===== config.mk =====
export PLATFORM = sky130hd
export DESIGN_NAME = if_redirect_ctrl
export DESIGN_NICKNAME = d
export VERILOG_FILES = /design/src/rtl/if_redirect_ctrl.sv
export SDC_FILE = /design/constraint.sdc
export NUM_CORES = 1
export LEC_CHECK = 0
export CORE_ASPECT_RATIO = 1.1
export CORE_UTILIZATION = 48
export DETAILED_ROUTE_END_ITERATION = 8
export HOLD_SLACK_MARGIN = 0.03
export PLACE_DENSITY = 0.87
export SLEW_MARGIN = 30
export SYNTH_ARGS = -nofsm -noshare
export SYNTH_HDL_FRONTEND = slang
export SYNTH_SLANG_ARGS = --single-unit

===== constraint.sdc =====
create_clock -name clk -period 5.1 [get_ports clk]
set_clock_uncertainty 0.1 [all_clocks]
set_input_delay 0.51 -clock clk [delete_from_list [all_inputs] [get_ports clk]]
set_output_delay 0.51 -clock clk [all_outputs]
set_load 0.02 [all_outputs]

===== src/rtl/if_redirect_ctrl.sv =====
// Fetch-stage control sequencer: PC write/select, redirect address, pipeline flush/hold, statistics.
// Latency: redirect and stall controls are combinational in the cycle they arrive; ctrl_state is registered.
// Backpressure: hazard_stall holds PC and IF/ID; an accepted mispredict overrides the stall and redirects.
//
// Ports:
//   clk, rst (async active-low)
//   hazard_stall                               load-use hold request
//   mem_branch, miss_predict, mem_is_taken     MEM-stage branch resolution
//   mem_pc, t_addr                             MEM-stage branch PC and resolved target
//   PCWrite, PCSrc, redirect_pc                PC load enable / source select / corrected address
//   IF_ID_Write, flush[2:0]                    IF/ID hold, bubble insert (bit0 IF/ID, bit1 ID/EX, bit2 EX/MEM)
//   ctrl_state                                 0 BOOT, 1 RUN, 2 STALL, 3 DRAIN
//   br_cnt, mp_cnt, stall_cnt                  saturating statistics
module if_redirect_ctrl #(
    parameter int BOOT_CYC    = 4,
    parameter int FLUSH_DEPTH = 3,
    parameter int CNT_W       = 16
) (
    input  logic             clk,
    input  logic             rst,
    input  logic             hazard_stall,
    input  logic             mem_branch,
    input  logic             miss_predict,
    input  logic             mem_is_taken,
    input  logic [31:0]      mem_pc,
    input  logic [31:0]      t_addr,
    output logic             PCWrite,
    output logic             PCSrc,
    output logic [31:0]      redirect_pc,
    output logic             IF_ID_Write,
    output logic [2:0]       flush,
    output logic [1:0]       ctrl_state,
    output logic [CNT_W-1:0] br_cnt,
    output logic [CNT_W-1:0] mp_cnt,
    output logic [CNT_W-1:0] stall_cnt
);

    typedef enum logic [1:0] {
        ST_BOOT  = 2'd0,
        ST_RUN   = 2'd1,
        ST_STALL = 2'd2,
        ST_DRAIN = 2'd3
    } state_t;

    localparam logic [7:0] BOOT_INIT  = 8'(BOOT_CYC - 1);
    localparam logic [3:0] DRAIN_INIT = 4'(FLUSH_DEPTH - 1);

    state_t           state_q, state_d;
    logic [7:0]       boot_q, boot_d;
    logic [3:0]       drain_q, drain_d;
    logic [CNT_W-1:0] br_q, br_d;
    logic [CNT_W-1:0] mp_q, mp_d;
    logic [CNT_W-1:0] st_q, st_d;

    // Mispredicts are only trusted while the pipe holds right-path work;
    // in DRAIN the MEM stage carries wrong-path instructions already squashed.
    logic accept;
    assign accept = miss_predict && ((state_q == ST_RUN) || (state_q == ST_STALL));

    always_comb begin
        state_d     = state_q;
        boot_d      = boot_q;
        drain_d     = drain_q;
        PCWrite     = 1'b1;
        IF_ID_Write = 1'b1;
        PCSrc       = 1'b0;
        flush       = 3'b000;

        unique case (state_q)
            ST_BOOT: begin
                PCWrite     = 1'b0;
                IF_ID_Write = 1'b0;
                flush       = 3'b001;
                if (boot_q == 8'd0) begin
                    state_d = ST_RUN;
                end else begin
                    boot_d = boot_q - 8'd1;
                end
            end
            ST_RUN, ST_STALL: begin
                if (accept) begin
                    // Redirect beats a load-use stall: the stalled instruction is wrong-path anyway.
                    PCSrc   = 1'b1;
                    flush   = 3'b111;
                    state_d = ST_DRAIN;
                    drain_d = DRAIN_INIT;
                end else if (hazard_stall) begin
                    PCWrite     = 1'b0;
                    IF_ID_Write = 1'b0;
                    flush       = 3'b010;
                    state_d     = ST_STALL;
                end else begin
                    state_d = ST_RUN;
                end
            end
            ST_DRAIN: begin
                if (hazard_stall) begin
                    PCWrite     = 1'b0;
                    IF_ID_Write = 1'b0;
                    flush       = 3'b010;
                end
                // Drain length is fixed regardless of stalls.
                if (drain_q == 4'd0) begin
                    state_d = ST_RUN;
                end else begin
                    drain_d = drain_q - 4'd1;
                end
            end
            default: state_d = ST_BOOT;
        endcase
    end

    // Address mux forced to zero while reset is held so the PC path sees a clean value.
    always_comb begin
        redirect_pc = mem_pc + 32'd4;
        if (!rst) begin
            redirect_pc = 32'h0;
        end else if (accept && mem_is_taken) begin
            redirect_pc = t_addr;
        end
    end

    // Saturating statistics.
    always_comb begin
        br_d = br_q;
        mp_d = mp_q;
        st_d = st_q;
        if (mem_branch && (state_q != ST_BOOT) && (br_q != '1)) begin
            br_d = br_q + CNT_W'(1);
        end
        if (accept && (mp_q != '1)) begin
            mp_d = mp_q + CNT_W'(1);
        end
        if ((state_q == ST_STALL) && (st_q != '1)) begin
            st_d = st_q + CNT_W'(1);
        end
    end

    always_ff @(posedge clk or negedge rst) begin
        if (!rst) begin
            state_q <= ST_BOOT;
            boot_q  <= BOOT_INIT;
            drain_q <= 4'd0;
            br_q    <= '0;
            mp_q    <= '0;
            st_q    <= '0;
        end else begin
            state_q <= state_d;
            boot_q  <= boot_d;
            drain_q <= drain_d;
            br_q    <= br_d;
            mp_q    <= mp_d;
            st_q    <= st_d;
        end
    end

    assign ctrl_state = state_q;
    assign br_cnt     = br_q;
    assign mp_cnt     = mp_q;
    assign stall_cnt  = st_q;

endmodule


== Word level (Yosys, flattened, before mapping) ==
Cells that the tools add are included.

* Flip-flop bits (word level): 62
* Input bits: 70
* Word-level logic and storage cells: 57

* Add/subtract/negate cells: 6
* Equality and inequality tests: 10
* Muxes and demuxes: 18
* Bitwise gates (word level): 1
* Reductions and logical operators: 16

{| class="wikitable"
|+ Operator list
! cell !! number
|-
| 32-bit two-way mux || 2
|-
| 16-bit by 1-bit adder with 16-bit output (second input constant) || 3
|-
| 16-bit != test (second input constant) || 3
|-
| 32-bit by 3-bit adder with 32-bit output (second input constant) || 1
|-
| 2-bit two-way mux || 5
|-
| 3-bit case mux with 3 select lines || 1
|-
| 8-bit zero test || 1
|-
| 4-bit two-way mux || 2
|-
| 2-bit != test (second input constant) || 4
|-
| 4-bit case mux with 2 select lines || 1
|-
| 8-bit by 1-bit subtractor with 8-bit output (second input constant) || 1
|-
| 1-bit logical AND || 6
|-
| 2-bit case mux with 3 select lines || 1
|-
| 2-bit == test (second input constant) || 2
|-
| 4-bit zero test || 1
|-
| 1-bit two-way mux || 4
|-
| 2-bit AND reduction || 2
|-
| 2-bit nonzero test || 2
|-
| 4-bit by 1-bit subtractor with 4-bit output (second input constant) || 1
|-
| 3-bit two-way mux || 1
|-
| 1-bit case mux with 3 select lines || 1
|-
| 3-bit AND reduction || 1
|-
| 2-bit by 1-bit == test with 1-bit output (second input constant) || 1
|-
| 2-bit zero test || 1
|-
| other kinds (3) || 3
|}

== Logic depth before layout (Yosys ltp) ==
Gate-level depths: netlist (run 1).

* Word-level depth: 6
* Depth in mapped cells: 10

== Worst setup path after synthesis (run 1) ==
Ideal clock, no wire load.

* Kind: register to output
* Start point: register state_q[0] (netlist: ctrl_state[0])
* End point: output port redirect_pc[18]
* Arrival time: 2234 ps
* Data required time: 4490 ps
* Path slack: 2256 ps
* Stages on the path, launching flop included: 11
* Buffers on the path: 3
* Path through: dfrtp_1 -> inv_1 -> ha_1 -> clkbuf_1 -> nand2_1 -> inv_1 -> nand2_1 -> buf_2 -> clkbuf_1 -> o21ai_0 -> a21oi_1

* Longest elaborated chain between the ends: 6

{| class="wikitable"
|+ Ends and longest elaborated chain
! item !! RTL line !! RTL
|-
| start: declaration || 48 || <nowiki>state_t state_q, state_d;</nowiki>
|-
| start signal: assignment || 148 || <nowiki>state_q <= state_d;</nowiki>
|-
| 2-bit by 1-bit == test with 1-bit output or 2-bit == test (tied branches) || 58 || <nowiki>assign accept = miss_predict && ((state_q == ST_RUN) || (state_q == ST_STALL));</nowiki>
|-
| 1-bit logical OR (*) || 58 ||
|-
| 1-bit logical AND (*) || 58 ||
|-
| 1-bit logical AND (*) || 118 || <nowiki>end else if (accept && mem_is_taken) begin</nowiki>
|-
| 32-bit two-way mux (*) || 118 ||
|-
| 32-bit two-way mux (*) || 116 || <nowiki>if (!rst) begin</nowiki>
|-
| end: declaration || 29 || <nowiki>output logic [31:0] redirect_pc,</nowiki>
|}

Mark *: on every way between the ends. The rest lies on a longest branch, timed or not.

== Worst setup path in the final report (run 1) ==
* Start point: register state_q[0] (netlist: ctrl_state[0])
* End point: output port redirect_pc[17]

The elaborated chain is that of the path after synthesis.

==> results of run 1 <==
[layer usage]
metal / GRT usage [%] / up-vias / share of wire (%)
met5: 0 / - / 0
met4: 15.0 / 0 / 3.4
met3: 3.52 / 33 / 6.0
met2: 46.5 / 185 / 50
met1: 32.6 / 1950 / 40
li1: - / 1948 / -
[state kept, by name (all words and copies together), names as in the netlist]
signal      flops
br_cnt         16
mp_cnt         16
stall_cnt      16
boot_q          8
drain_q         4
ctrl_state      2
[timing repair]
action / 4_1_cts / 5_1_grt
hold endpoints to repair: 7 / 0
endpoints found under the setup margin: 0 / 0
hold buffers: 1 / 0
[worst paths after layout]
kind | start | end | slack, ns | depth (start not counted)
setup / recovery | ctrl_state[0]$_DFFE_PN0P_ | redirect_pc[17] | 1.39 | 9
hold / removal | boot_q[6]$_DFFE_PN0P_ | boot_q[6]$_DFFE_PN0P_ | 0.37 | 1
setup reg to reg | br_cnt[0]$_DFFE_PN0P_ | br_cnt[14]$_DFFE_PN0P_ | 2.96 | 6
hold reg to reg | boot_q[6]$_DFFE_PN0P_ | boot_q[6]$_DFFE_PN0P_ | 0.37 | 1
max in group asynchronous | rst | mp_cnt[14]$_DFFE_PN0P_ | 3.35 | 3
min in group asynchronous | rst | stall_cnt[13]$_DFFE_PN0P_ | 0.50 | 2
[where the power goes]
| group | leakage (uW) | internal, uW | switching (uW) |
|---|---|---|---|
| registers | 0.000804 | 579 | 119 |
| logic | 0.00157 | 490 | 583 |
| clock network | 0.000112 | 324 | 201 |
[through the flow]
stage	hold WS, ns	instances	area, sq um	worst slack (ns)
floorplan	0.114	467	4130	2.26
CTS	0.374	734	6010	1.42
detailed placement	0.351	717	5760	1.53
finish	0.374	734	6010	1.39
global route	0.406	734	6010	1.18
global placement	0.346	717	5760	1.59
[cells in the mapped netlist (2+ instances only)]
master	n	area, sq um
dfrtp_1	60	1500
nand2_1	54	203
xnor2_1	45	394
nand3_1	31	155
xor2_1	31	272
nor2_1	27	101
a21oi_1	26	130
o21ai_0	25	125
nand4_1	21	131
inv_1	19	71.3
and3_1	14	87.6
nor3_1	12	60.1
clkbuf_1	11	41.3
ha_1	11	138
o211a_1	8	80.1
and4_1	5	43.8
nor4_2	5	62.6
a21boi_0	4	30.0
buf_1	4	15.0
o21ai_1	4	20.0
a31oi_1	3	18.8
nand2b_1	3	18.8
nand4_2	3	37.5
nor4_1	3	18.8
and2_1	2	12.5
buf_2	2	10.0
buf_4	2	15.0
dfstp_2	2	52.6
mux2_2	2	22.5
nor3_2	2	20.0
o221ai_1	2	17.5
[area by class of cell]
| class | instances | area share, % |
|---|---|---|
| clock buffer | 10 | 2.12 |
| clock inverter | 6 | 1.83 |
| multi-input combinational | 366 | 40.1 |
| tap | 111 | 2.31 |
| timing repair buffer | 160 | 26.5 |
| sequential | 62 | 25.9 |
| inverter | 19 | 1.19 |
[logic make-up (layout without fill, tap and decap cells)]
kind of cell | after synthesis | in the layout
adder cells (fa/ha/maj) | 11 | 11
AO/OA/AOI/OAI | 84 | 84
flip-flops | 62 | 62
buffers and inverters | 39 | 195
multiplexers | 3 | 3
AND/OR/NAND/NOR | 192 | 192
XOR/XNOR | 76 | 76
[worst max-delay path, delay by kind of cell (launching register included)]
family / cells / cell delay, ns
buffers and inverters: 4 / 1.25
adder cells (fa/ha/maj): 1 / 0.43
flip-flops: 1 / 0.38
AO/OA/AOI/OAI: 2 / 0.36
AND/OR/NAND/NOR: 2 / 0.29
==> impl_metrics.py, run 1 <==
metrics = {
    "worst_setup_path": {
        "path_cells": "inv_1, ha_1, nand2_1, inv_1, nand2_1, buf_4, o21ai_0, a21oi_1, clkdlybuf4s50_1",
        "cp.required_ns": 4.49,
        "worstPathArrival_ns": 3.10,
        "end_kind": "output pin",
        "crit_slowest_cell": "clkdlybuf4s50_1",
        "crit_path_max_incr_delay_ns": 0.63,
        "crit_path_max_fanout": 56,
        "critPathKind": "reg -> out",
        "worstSetupStartpointType": "flip-flop",
    },
    "logic_synthesis": {
        "yosys.area_share.simple_pct": 25.5,
        "synth_top_flop_cell": "dfrtp_1",
        "synth_xor_area_share_pct": 16.1,
        "synth_seq_cells": 62,
        "synth_top_family_by_area": "simple AND/OR/NAND/NOR gates",
        "syn-num-nets": 548,
        "ys_warn_count": 0,
        "async_reset_ff_share_pct": 100,
        "synth.distinct_cells": 55,
        "synth_area_per_cell_sq_um": 8.84,
        "yosysSeqAreaShare_pct": 37.6,
        "synth.area.mux_share_pct": 0.788,
        "synth_edf_count": 0,
        "synthCells": 467,
        "syn_area_sq_mm": 0.00413,
        "synth_compound_area_share_pct": 12.7,
        "synth_adder_area_share_pct": 3.33,
    },
    "sta": {
        "period_share_pct": 72.8,
        "finalSetupViolCount": 0,
        "worst-slew-pin-transition_ns": 0.690,
        "slew_violations": 0,
        "rsz0062_at_grt": "no",
        "relSlewSlack_pct": 54.0,
        "fmax_mhz": 269,
        "hold_viol": 0,
        "setup_tns_ns": 0,
        "layout_min_cycle_time_ns": 3.71,
    },
    "routing": {
        "vias": 4116,
        "remaining_drc_errors": 0,
        "drtIter0Drc": 158,
        "postRouteWirelength_um": 11800,
        "ant_nets": 0,
        "wl_per_cell_um": 16.1,
        "first_pass_iters": 5,
        "vias_per_cell": 5.61,
    },
    "clock_tree": {
        "post-cts-setup-buffers": 0,
        "cts_resized": 0,
        "cts_buffers": 9,
        "clkTransAtPathRegs_ns": 0.07,
        "cts_root_buf": "clkbuf_8",
        "clock-sinks": 62,
        "cts_buffer_depth": 2,
        "cts_tree": "built",
        "h-tree-depth": 3,
        "clkLatencyLatePin_ns": 0.36,
    },
    "final_layout": {
        "antenna_cells": 0,
        "post-route-util_pct": 71.8,
        "multi_input_area_sq_mm": 0.00241,
        "final_layout_size_suffix_gt1_share_pct": 6.10,
        "layout_commonest_cell": "clkdlybuf4s50_1",
        "fin_nets": 699,
        "nFillCells": 618,
        "layout_common_cells": "156 x clkdlybuf4s50_1, 60 x dfrtp_1, 54 x nand2_1",
        "syn2layout_area_growth_pct": 45.5,
        "seq_area_sq_mm": 0.00155,
    },
    "floorplan": {
        "coreArea_sq_mm": 0.00836,
        "die_area_sq_mm": 0.00898,
        "io_pins": 158,
        "die_h_um": 99.3,
        "start_util_pct": 49.4,
        "std_cell_rows": 35,
        "die_w_um": 90.4,
    },
    "grt": {
        "track_usage_pct": 26.9,
        "gr-total-overflow": 0,
        "antenna_found_initial": 0,
        "grt_pass1_vias": 4033,
        "grt_first_pass_wirelength_um": 19400,
        "grt_max_degree": 57,
    },
    "power": {
        "p_leak_uw": 0.00249,
        "powerDensity_mw_per_mm2": 382,
        "vdd_drop_max_uv": 465,
        "report.power.total_uw": 2300,
    },
    "placement": {
        "place_congestion": 0.956,
        "portBuffers": 157,
        "dp_hpwl_um": 8720,
    },
    "job": {
        "maxCapViolations": 0,
    },
    "status": {
        "outcome": "finished, final reports clean",
    },
    "worst_hold_path": {
        "holdCritPathClass": "reg -> reg",
    },
}
Power figures use the tool's default switching activity.
==> run 2: changes to the inputs <==
- CORE_UTILIZATION: 48 -> 45
- PLACE_DENSITY: 0.87 -> 0.83
- clock period: 5.1 -> 3.85 ns (I/O delays scaled with it)
==> impl_metrics.py, run 2 (same netlist as run 1, synthesis figures left out) <==
metrics = {
    "status": {
        "outcome": "finished, final reports clean",
    },
    "clock_tree": {
        "cts_buffers": 9,
        "cts_tree": "built",
        "h-tree-depth": 3,
        "cts_root_buf": "clkbuf_8",
        "clkTransAtPathRegs_ns": 0.07,
        "cts_buffer_depth": 2,
        "clkLatencyLatePin_ns": 0.33,
        "cts_resized": 0,
        "clock-sinks": 62,
        "post-cts-setup-buffers": 0,
        "cts_hold_buf": 1,
    },
    "routing": {
        "first_pass_iters": 5,
        "vias": 4004,
        "wl_per_cell_um": 15.6,
        "drtIter0Drc": 157,
        "vias_per_cell": 5.43,
        "postRouteWirelength_um": 11500,
        "ant_nets": 0,
        "remaining_drc_errors": 0,
    },
    "floorplan": {
        "io_pins": 158,
        "die_h_um": 102,
        "die_w_um": 93.3,
        "die_area_sq_mm": 0.00956,
        "coreArea_sq_mm": 0.00887,
        "std_cell_rows": 36,
        "start_util_pct": 46.5,
    },
    "sta": {
        "hold_viol": 0,
        "worst-slew-pin-transition_ns": 0.566,
        "setup_tns_ns": 0,
        "period_share_pct": 91.6,
        "fmax_mhz": 284,
        "finalSetupViolCount": 0,
        "layout_min_cycle_time_ns": 3.52,
        "rsz0062_at_grt": "no",
        "layout_setup_ws_ns": 0.325,
        "slew_violations": 0,
        "relSlewSlack_pct": 62.3,
    },
    "worst_setup_path": {
        "cpMostUsedCell": "nand2_1",
        "worstPathArrival_ns": 3.04,
        "cp_num_buf_inv": 4,
        "crit_path_max_fanout": 56,
        "cpLargestDelayFamily": "buffers and inverters",
        "worstSetupStartpointType": "flip-flop",
        "path_cells": "inv_1, ha_1, nand2_1, inv_1, nand2_1, buf_4, nand2_1, o21ai_1, clkdlybuf4s50_1",
        "rrSetupSlack_ns": 1.71,
        "cp.required_ns": 3.37,
        "crit_path_max_incr_delay_ns": 0.63,
        "end_kind": "output pin",
        "crit_slowest_cell": "clkdlybuf4s50_1",
        "critPathKind": "reg -> out",
    },
    "power": {
        "powerDensity_mw_per_mm2": 486,
        "switching_share_pct": 40.8,
        "p_comb_share_pct": 49.2,
        "vdd_drop_max_uv": 520,
        "p_int_uw": 1710,
        "power_frac_seq_pct": 31.8,
        "p_sw_uw": 1180,
        "clkPwrFrac_pct": 19.0,
        "p_leak_uw": 0.00247,
    },
    "final_layout": {
        "layout_common_cells": "156 x clkdlybuf4s50_1, 60 x dfrtp_1, 54 x nand2_1",
        "fin_nets": 699,
        "post-route-util_pct": 67.2,
        "multi_input_area_sq_mm": 0.00241,
        "layout_commonest_cell": "clkdlybuf4s50_1",
        "nFillCells": 706,
        "syn2layout_area_growth_pct": 44.4,
        "final_cells": 737,
        "final_layout_size_suffix_gt1_share_pct": 6.10,
        "seq_area_sq_mm": 0.00155,
        "antenna_cells": 0,
    },
    "placement": {
        "dp_hpwl_um": 8720,
        "dpl.cell_count": 720,
        "place_ws_ns": 0.577,
        "place_congestion": 0.822,
        "portBuffers": 157,
    },
    "grt": {
        "grt_max_degree": 57,
        "grt_first_pass_wirelength_um": 18100,
        "antenna_found_initial": 0,
        "track_usage_pct": 23.9,
        "grt_pass1_vias": 3840,
        "gr-total-overflow": 0,
    },
    "worst_hold_path": {
        "holdCritPathClass": "reg -> reg",
    },
    "job": {
        "maxCapViolations": 0,
    },
}
==> run 2: final cells by class <==
class | count | share of cell area [%]
Clock buffer | 10 | 2.14
Clock inverter | 6 | 1.03
Inverter | 19 | 1.20
Multi-Input combinational cell | 366 | 40.4
Sequential cell | 62 | 26.1
Tap cell | 114 | 2.39
Timing Repair Buffer | 160 | 26.7
==> run 2: final timing paths <==
path	startpoint	endpoint	depth (start not counted)
min reg2reg	boot_q[7]$_DFFE_PN0P_	boot_q[7]$_DFFE_PN0P_	1
max	ctrl_state[0]$_DFFE_PN0P_	redirect_pc[22]	9
max in group asynchronous	rst	mp_cnt[12]$_DFFE_PN0P_	3
max reg2reg	br_cnt[0]$_DFFE_PN0P_	br_cnt[14]$_DFFE_PN0P_	6
min in group asynchronous	rst	stall_cnt[0]$_DFFE_PN0P_	2
min	boot_q[7]$_DFFE_PN0P_	boot_q[7]$_DFFE_PN0P_	1
==> run 2: per-layer routing <==
metal	share of wire, %	vias to the layer above	routed length [um]	GRT usage, %
met2	50	136	5740	42.5
met3	6.9	20	795	5.21
li1	-	1950	-	-
met1	41	1898	4750	28.6
met4	1.6	0	184	8.52
met5	0	-	0	0
==> run 2: through the flow <==
stage | cell area, sq um | hold WS [ns] | power, uW
final | 5960 | 0.388 | 2900
after global routing | 5960 | 0.412 | 3070
after CTS | 5960 | 0.388 | 2910
after detailed placement | 5760 | 0.280 | 2340
after global placement | 5760 | 0.280 | 2300
after floorplan | 4130 | -0.0106 | 1710
==> run 2: power by group through the flow <==
stage / clock [uW] / sequential, uW / combinational, uW
final: 550 / 921 / 1430
after global routing: 592 / 947 / 1530
after CTS: 563 / 920 / 1420
after detailed placement: 0 / 929 / 1410
after global placement: 0 / 919 / 1380
after floorplan: 0 / 1020 / 699
==> run 3: changes to the inputs <==
- CTS_CLUSTER_DIAMETER: default -> 30
- GPL_TIMING_DRIVEN: default -> 0
==> impl_metrics.py, run 3 (same netlist as run 1, synthesis figures left out) <==
metrics = {
    "clock_tree": {
        "cts_buffer_depth": 2,
        "post-cts-setup-buffers": 0,
        "clkTransAtPathRegs_ns": 0.07,
        "cts_root_buf": "clkbuf_8",
        "clkLatencyLatePin_ns": 0.34,
        "cts_tree": "built",
        "clock-sinks": 62,
        "h-tree-depth": 3,
        "cts_buffers": 9,
    },
    "grt": {
        "grt_first_pass_wirelength_um": 18800,
        "antenna_found_initial": 0,
        "gr-total-overflow": 0,
        "grt_pass1_vias": 4018,
        "track_usage_pct": 24.8,
        "grt_max_degree": 48,
    },
    "worst_setup_path": {
        "worstSetupStartpointType": "flip-flop",
        "critPathKind": "reg -> out",
        "rrSetupSlack_ns": 1.79,
        "cp.required_ns": 3.37,
        "worstPathArrival_ns": 3.13,
        "crit_path_max_fanout": 10,
        "end_kind": "output pin",
    },
    "power": {
        "power_frac_seq_pct": 30.5,
        "switching_share_pct": 39.8,
        "vdd_drop_max_uv": 571,
        "p_leak_uw": 0.00253,
        "powerDensity_mw_per_mm2": 498,
        "p_int_uw": 1820,
        "p_comb_share_pct": 48.8,
        "clkPwrFrac_pct": 20.6,
        "report.power.total_uw": 3030,
        "p_sw_uw": 1200,
    },
    "sta": {
        "relSlewSlack_pct": 67.0,
        "setup_tns_ns": 0,
        "rsz0062_at_grt": "no",
        "finalSetupViolCount": 0,
        "hold_viol": 0,
        "slew_violations": 0,
        "layout_min_cycle_time_ns": 3.61,
        "period_share_pct": 93.8,
        "worst-slew-pin-transition_ns": 0.490,
        "fmax_mhz": 277,
    },
    "routing": {
        "vias": 4099,
        "remaining_drc_errors": 0,
        "wl_per_cell_um": 15.7,
        "ant_nets": 0,
        "postRouteWirelength_um": 11800,
        "first_pass_iters": 4,
        "vias_per_cell": 5.44,
        "drtIter0Drc": 88,
    },
    "final_layout": {
        "nFillCells": 703,
        "fin_nets": 716,
        "antenna_cells": 0,
        "layout_commonest_cell": "clkdlybuf4s50_1",
        "final_layout_size_suffix_gt1_share_pct": 6.72,
        "layout_common_cells": "155 x clkdlybuf4s50_1, 60 x dfrtp_1, 54 x nand2_1",
        "syn2layout_area_growth_pct": 47.3,
    },
    "floorplan": {
        "std_cell_rows": 36,
        "coreArea_sq_mm": 0.00887,
        "start_util_pct": 46.5,
        "die_h_um": 102,
        "die_area_sq_mm": 0.00956,
        "io_pins": 158,
        "die_w_um": 93.3,
    },
    "status": {
        "outcome": "finished, final reports clean",
    },
    "worst_hold_path": {
        "holdCritPathClass": "in -> async",
    },
    "job": {
        "maxCapViolations": 0,
    },
    "placement": {
        "dp_hpwl_um": 8960,
        "place_congestion": 0.865,
        "portBuffers": 156,
    },
}
==> run 3: repair_timing <==
action	4_1_cts	5_1_grt
setup endpoints to repair	2	18
hold buffers	1	0
hold endpoints to repair	17	0
gates resized for setup	0	3
==> run 3: through the flow <==
step | setup WS (ns) | hold slack (ns) | util, % | cell area (sq um) | instances
finish | 0.237 | 0.379 | 68.6 | 6080 | 754
global route | 0.0325 | 0.397 | 68.6 | 6080 | 754
CTS | 0.147 | 0.380 | 68.5 | 6080 | 754
detailed placement | 0.389 | 0.192 | 66.0 | 5860 | 738
global placement | -1.03 | 0.360 | 65.7 | 5830 | 737
floorplan | 1.13 | -0.0106 | - | 4130 | 467
==> run 3: metal layers <==
metal  GRT usage, %  wire [um]  share of wire [%]  vias to the layer above
met2           44.1       5860                 50                      135
met1           30.1       4960                 42                     1955
met5              0          0                  0                        -
li1               -          -                  -                     1989
met3           5.73        778                6.6                       20
met4           7.10        221                1.9                        0
==> run 3: power by group through the flow <==
| stage | clock [uW] | sequential [uW] | combinational, uW |
|---|---|---|---|
| after global routing | 665 | 948 | 1580 |
| after detailed placement | 0 | 928 | 1450 |
| after global placement | 0 | 920 | 1410 |
| after floorplan | 0 | 1020 | 699 |
| after CTS | 635 | 922 | 1470 |
| final | 625 | 925 | 1480 |
==> run 3: final timing paths <==
kind / startpoint / to / cells past startpoint
min in group clk: boot_q[6]$_DFFE_PN0P_ / boot_q[6]$_DFFE_PN0P_ / 1
hold / removal: rst / stall_cnt[2]$_DFFE_PN0P_ / 2
max in group asynchronous: rst / boot_q[0]$_DFFE_PN1P_ / 3
setup reg to reg: ctrl_state[1]$_DFFE_PN0P_ / drain_q[1]$_DFFE_PN0P_ / 6
hold reg to reg: boot_q[6]$_DFFE_PN0P_ / boot_q[6]$_DFFE_PN0P_ / 1
setup / recovery: ctrl_state[1]$_DFFE_PN0P_ / redirect_pc[9] / 9
==> run 3: final cells by class <==
cell class / instances / area [sq um] / area share, %
multi-input combinational: 366 / 2410 / 39.7
timing repair buffer: 158 / 1600 / 26.2
sequential: 62 / 1550 / 25.5
clock buffer: 12 / 145 / 2.39
tap: 114 / 143 / 2.34
buffer: 19 / 90.1 / 1.48
inverter: 19 / 71.3 / 1.17
clock inverter: 4 / 70.1 / 1.15
==> run 3: worst max-delay path, cell delays in order, from the launching register on <==
cell	delay, ns
dfrtp_1	0.42
inv_1	0.12
ha_2	0.35
nand2_1	0.19
inv_1	0.17
nand2_1	0.12
buf_2	0.22
buf_1	0.39
o211a_1	0.19
clkdlybuf4s50_1	0.63
